<file path="config.mk">
export PLATFORM = sky130hd
export DESIGN_NAME = fetch_hazard_ctrl
export DESIGN_NICKNAME = d
export VERILOG_FILES = /design/src/rtl/fetch_hazard_ctrl_pkg.sv /design/src/rtl/fetch_hazard_ctrl_load_use.sv /design/src/rtl/fetch_hazard_ctrl.sv
export SDC_FILE = /design/constraint.sdc
export NUM_CORES = 1
export LEC_CHECK = 0
export CAP_MARGIN = 20
export CORE_MARGIN = 8
export CORE_UTILIZATION = 22
export CTS_CLUSTER_DIAMETER = 100
export CTS_CLUSTER_SIZE = 16
export DETAILED_ROUTE_END_ITERATION = 7
export HOLD_SLACK_MARGIN = 0.08
export PLACE_DENSITY = 0.9
export SLEW_MARGIN = 5
export SYNTH_ARGS = -nofsm -noshare
export SYNTH_HDL_FRONTEND = slang
export SYNTH_SLANG_ARGS = --single-unit
</file>
<file path="constraint.sdc">
create_clock -name clock -period 2.5 [get_ports clock]
set_clock_uncertainty 0.15 [all_clocks]
set_input_delay 0.25 -clock clock [delete_from_list [all_inputs] [get_ports clock]]
set_output_delay 0.25 -clock clock [all_outputs]
set_load 0.005 [all_outputs]
</file>
<file path="src/rtl/fetch_hazard_ctrl_pkg.sv">
// fetch_hazard_ctrl_pkg: shared state encoding, IF/ID field positions and width defaults.
package fetch_hazard_ctrl_pkg;
    typedef enum logic [1:0] {
        ST_INIT  = 2'd0,
        ST_RUN   = 2'd1,
        ST_STALL = 2'd2,
        ST_FLUSH = 2'd3
    } state_e;
    localparam int RS_HI = 25;
    localparam int RS_LO = 21;
    localparam int RT_HI = 20;
    localparam int RT_LO = 16;
    localparam int PC_W_DEF = 11;
    localparam int CNT_W_DEF = 8;
endpackage

</file>
<file path="src/rtl/fetch_hazard_ctrl_load_use.sv">
// load_use_detect: flags a consumer in IF/ID of a load still in ID/EX (r0 never hazards).
module load_use_detect
    import fetch_hazard_ctrl_pkg::*;
(
    input  logic [31:0] instr,
    input  logic        mem_read,
    input  logic [4:0]  id_ex_rt,
    output logic        lu
);
    logic [4:0] rs;
    logic [4:0] rt;
    always_comb begin
        rs = instr[RS_HI:RS_LO];
        rt = instr[RT_HI:RT_LO];
        lu = mem_read && (id_ex_rt != 5'd0) && ((id_ex_rt == rs) || (id_ex_rt == rt));
    end
endmodule

</file>
<file path="src/rtl/fetch_hazard_ctrl.sv">
// fetch_hazard_ctrl: PC/IF-ID stall and flush control for load-use hazards and branch redirects.
// Define FETCH_HAZARD_CNT_EN to build the saturating stall/flush debug counters.
module fetch_hazard_ctrl
    import fetch_hazard_ctrl_pkg::*;
#(
    parameter int PC_W  = PC_W_DEF,
    parameter int CNT_W = CNT_W_DEF
) (
    input  logic             clock,
    input  logic             reset_n,
    input  logic [31:0]      if_id_instruccion,
    input  logic             id_ex_mem_read,
    input  logic [4:0]       id_ex_rt,
    input  logic             branch_taken,
    input  logic [PC_W-1:0]  branch_target,
    output logic             PCSrc,
    output logic [PC_W-1:0]  pc_salto,
    output logic             PCWrite,
    output logic             IF_ID_Write,
    output logic             IF_Flush,
    output logic [1:0]       state_debug,
    output logic [CNT_W-1:0] stall_cnt_debug,
    output logic [CNT_W-1:0] flush_cnt_debug
);
    state_e state_q;
    state_e state_d;
    logic   lu;
    logic   active;
    logic   stall;
    logic   redirect;

    load_use_detect u_lu (
        .instr    (if_id_instruccion),
        .mem_read (id_ex_mem_read),
        .id_ex_rt (id_ex_rt),
        .lu       (lu)
    );

    // Reset gating keeps the held-in-reset values independent of the clock.
    always_comb begin
        active      = (state_q == ST_RUN) || (state_q == ST_STALL);
        stall       = active && lu;
        redirect    = active && !lu && branch_taken;
        state_d     = (state_q == ST_INIT || state_q == ST_FLUSH) ? ST_RUN :
                      stall ? ST_STALL : redirect ? ST_FLUSH : ST_RUN;
        PCWrite     = reset_n && !stall;
        IF_ID_Write = reset_n && !stall;
        IF_Flush    = !reset_n || state_q == ST_INIT || state_q == ST_FLUSH || redirect;
        PCSrc       = reset_n && redirect;
        pc_salto    = branch_target;
        state_debug = state_q;
    end

    always_ff @(posedge clock or negedge reset_n) begin
        if (!reset_n) state_q <= ST_INIT;
        else          state_q <= state_d;
    end

`ifdef FETCH_HAZARD_CNT_EN
    logic [CNT_W-1:0] stall_cnt_q;
    logic [CNT_W-1:0] stall_cnt_d;
    logic [CNT_W-1:0] flush_cnt_q;
    logic [CNT_W-1:0] flush_cnt_d;
    always_comb begin
        stall_cnt_d     = (stall && stall_cnt_q != '1) ? stall_cnt_q + CNT_W'(1) : stall_cnt_q;
        flush_cnt_d     = (redirect && flush_cnt_q != '1) ? flush_cnt_q + CNT_W'(1) : flush_cnt_q;
        stall_cnt_debug = stall_cnt_q;
        flush_cnt_debug = flush_cnt_q;
    end
    always_ff @(posedge clock or negedge reset_n) begin
        if (!reset_n) begin
            stall_cnt_q <= '0;
            flush_cnt_q <= '0;
        end else begin
            stall_cnt_q <= stall_cnt_d;
            flush_cnt_q <= flush_cnt_d;
        end
    end
`else
    assign stall_cnt_debug = '0;
    assign flush_cnt_debug = '0;
`endif
endmodule

</file>
==> metrics.md <==
| Metric | Value |
|---|---|
| Fin area | 670.6 um2 |
| Max reg flops | 2 |
| Setup violations, final | 0 |
| Fin nets | 134 |
| Critical path class | in -> out |
| Post-DP HPWL | 1061 um |
| Antenna Diode Count | 0 |
| Avg WL per Cell | 11.23 um |
| Total track usage | 0.06213 |
| First-pass GRT wire length | 2021 um |
| Synth Instances | 59 |
| Synthesized cell area | 480.5 um2 |
| Tmin final | 2.305 ns |
| Critical Path Source | id_ex_rt[2] |
| #FFs+latches synth | 2 |
| Cells on worst reg2reg path | 3 |
| P_leak | 0.2989 nW |
| DR pass1 iterations | 2 |
| Main area contributors after synthesis | buf_4 (44%), xor2_1 (11%), dfrtp_1 (10%) |
| Outcome | complete, no violations |
| CTS Sinks | 2 |
| Critical path, cell by cell | clkdlybuf4s50_1, buf_4, xor2_1, nor3_1, nand3_1, a21oi_4, o211ai_2, dlygate4sd2_1 |
| Max Slew Vio Count | 0 |
| CP max stage delay | 0.42 ns |
| Register-to-Register Setup Slack | 1.35 ns |
| Sequential area share after synthesis | 0.1042 |
| RSZ-0062 raised after global routing | false |
| Worst Hold Slack | 0.3500 ns |
| Die height | 62.73 um |
| Clk_lat worst skew | 0.22 ns |
| Crit share post-route | 0.9218 |
| Largest net degree at the start of global routing | 6 |
| Gr ovfl total | 0 |
| CP Launch Type | primary input |
| Die area | 0.003935 mm2 |
| Core Area | 0.002127 mm2 |
| Layout cells sized above 1 | 0.1538 |
| Io pins | 85 |
| Synth Warn # | 0 |
| # Max-Cap Violations | 0 |
| Crit path to | IF_Flush |
| Synth unique cells | 18 |
| CTS Root Cell | clkbuf_4 |
| Stages on the worst setup path | 8 |
| Initial antenna violation count | 0 |
| CP max stage cell | clkdlybuf4s50_1 |
| Fin. Hold Viols | 0 |
| WP data arrival | 1.90 ns |
| Cell Area, Placed | 631.9 um2 |
| Crit Path Max Fanout | 5 |
| Chip Width | 62.73 um |
| Post-CTS Setup Inserts | 0 |
| Final WL | 1190 um |
| Worst Path Required | 2.10 ns |
| CTS tree | done |
| Hold path startpoint | branch_target[1] |
| Port bufs | 24 |
| Worst r2r dst | state_debug[1]$_DFF_PN0_ |
| Cell Pwr Density | 300.2 mW/mm2 |
| Drt via density | 3.660 |
| Area grow syn2layout | 39.58% |
| Final Wtd Congestion | 0.6950 |
| Fmax | 433.9 MHz |
| CTS buffer count | 3 |
| Routed Antenna Nets | 0 |
| Row count | 17 |
| Synth top area share | 0.4375 |
| DRC | 0 |
| Number of global-route vias before repair | 442 |
| Reg2reg start | state_debug[0]$_DFF_PN0_ |
| Starting DRT DRC Count | 9 |
| Via count | 388 |
| Kind of cell adding the most delay to the critical path | buffers and inverters |
| Leading area contributor after synthesis | buf_4 |
| Bufs and invs on worst path | 3 |
| Bufs on Longest Clock Path | 2 |
| H-tree depth | 1 |
| Hold/Removal Path Class | in -> out |
| Worst Setup End Kind | primary output |
| Maximum VDD drop | 0.0001153 V |
| Syn Area/Cell | 8.143 um2 |
| Total power | 0.2013 mW |
| Initial core utilization | 0.2259 |
[worst register-to-register path: stages, from the launching register on]
cell	delay [ns]
dfrtp_1	0.37
inv_1	0.05
ha_1	0.34
o21a_1	0.12
[cells by family (layout without fill, tap and decap cells)]
logic type | Yosys count | count (layout) | share of synthesized area
flip-flops | 2 | 2 | 0.1042
other | 1 | 16 | 0.007805
adder cells (fa/ha/maj) | 2 | 2 | 0.05208
AND/OR/NAND/NOR | 9 | 9 | 0.1068
XOR/XNOR | 10 | 10 | 0.1823
AO/OA/AOI/OAI | 5 | 5 | 0.09376
buffers and inverters | 30 | 34 | 0.4531
[cell type report]
type                            count  area [um2]
Sequential cell                     2       50.05
Fill cell                         232        1456
Timing Repair Buffer               29       275.3
Clock buffer                        3       22.52
Tap cell                           28       35.03
Multi-Input combinational cell     42       280.3
Inverter                            2       7.507
[stage by stage]
stage                     instances    util  TNS (ns)  setup WS (ns)
after global placement          102  0.2971   -0.1836       -0.06548
after CTS                       106  0.3153         0         0.1473
after detailed placement        102  0.2971   -0.3259        -0.1033
after global routing            106  0.3153         0        0.03164
final                           106  0.3153         0         0.1955
after floorplan                  74       -         0         0.7726
[report_power, final]
part | switching [mW] | leakage (nW) | internal, mW
clock network | 0.0178 | 0.0138 | 0.0529
logic | 0.0377 | 0.264 | 0.0558
registers | 0.00211 | 0.0213 | 0.0350
[worst min-delay path by stage]
| stage | endpoint | cells after the start | slack (ns) |
|---|---|---|---|
| 2_1_floorplan | state_debug[0]$_DFF_PN0_ | 0 | -0.20 |
| 3_3_place_gp | state_debug[0]$_DFF_PN0_ | 1 | 0.31 |
| 3_5_place_dp | state_debug[0]$_DFF_PN0_ | 1 | 0.32 |
| 4_1_cts | pc_salto[0] | 0 | 0.35 |
| 5_1_grt | pc_salto[1] | 0 | 0.35 |
| 6_report | pc_salto[1] | 0 | 0.35 |
[timing repair]
| action | CTS | global route |
|---|---|---|
| resized for setup | 6 | 0 |
| pin swaps | 1 | 3 |
| hold buffers | 1 | 0 |
| endpoints found under the hold margin | 2 | 0 |
| setup endpoints to repair | 4 | 2 |
[cells in the final DEF, fill, tap and decap left out]
cell	count
or4_1	1
inv_1	2
nor3b_2	1
a21boi_2	1
o21ai_2	1
a21oi_4	1
xnor2_1	4
ha_1	2
dlygate4sd2_1	4
dfrtp_1	2
xor2_1	6
buf_4	4
clkbuf_4	3
nor2_1	1
nor3_1	2
nand2_1	2
clkdlybuf4s50_1	20
conb_1	16
o211ai_2	1
nand3_1	2
dlygate4sd3_1	1
o21a_1	1
[metal layers]
layer | share of wire | up-vias | track usage
met2 | 0.47 | 36 | 0.1009
met3 | 0.17 | 0 | 0.05914
met1 | 0.35 | 168 | 0.05092
met5 | 0 | - | 0
li1 | - | 184 | -
met4 | 0 | 0 | 0.02564
[cells in the mapped netlist (all sizes together)]
| cell type | n |
|---|---|
| buf | 28 |
| xor2 | 6 |
| xnor2 | 4 |
| dfrtp | 2 |
| ha | 2 |
| inv | 2 |
| nand2 | 2 |
| nand3 | 2 |
| nor3 | 2 |
| a21boi | 1 |
| a21oi | 1 |
| conb | 1 |
| nor2 | 1 |
| nor3b | 1 |
| o211ai | 1 |
| o21a | 1 |
| o21ai | 1 |
| or4 | 1 |
No activity file was read; power rests on OpenSTA's default activity.
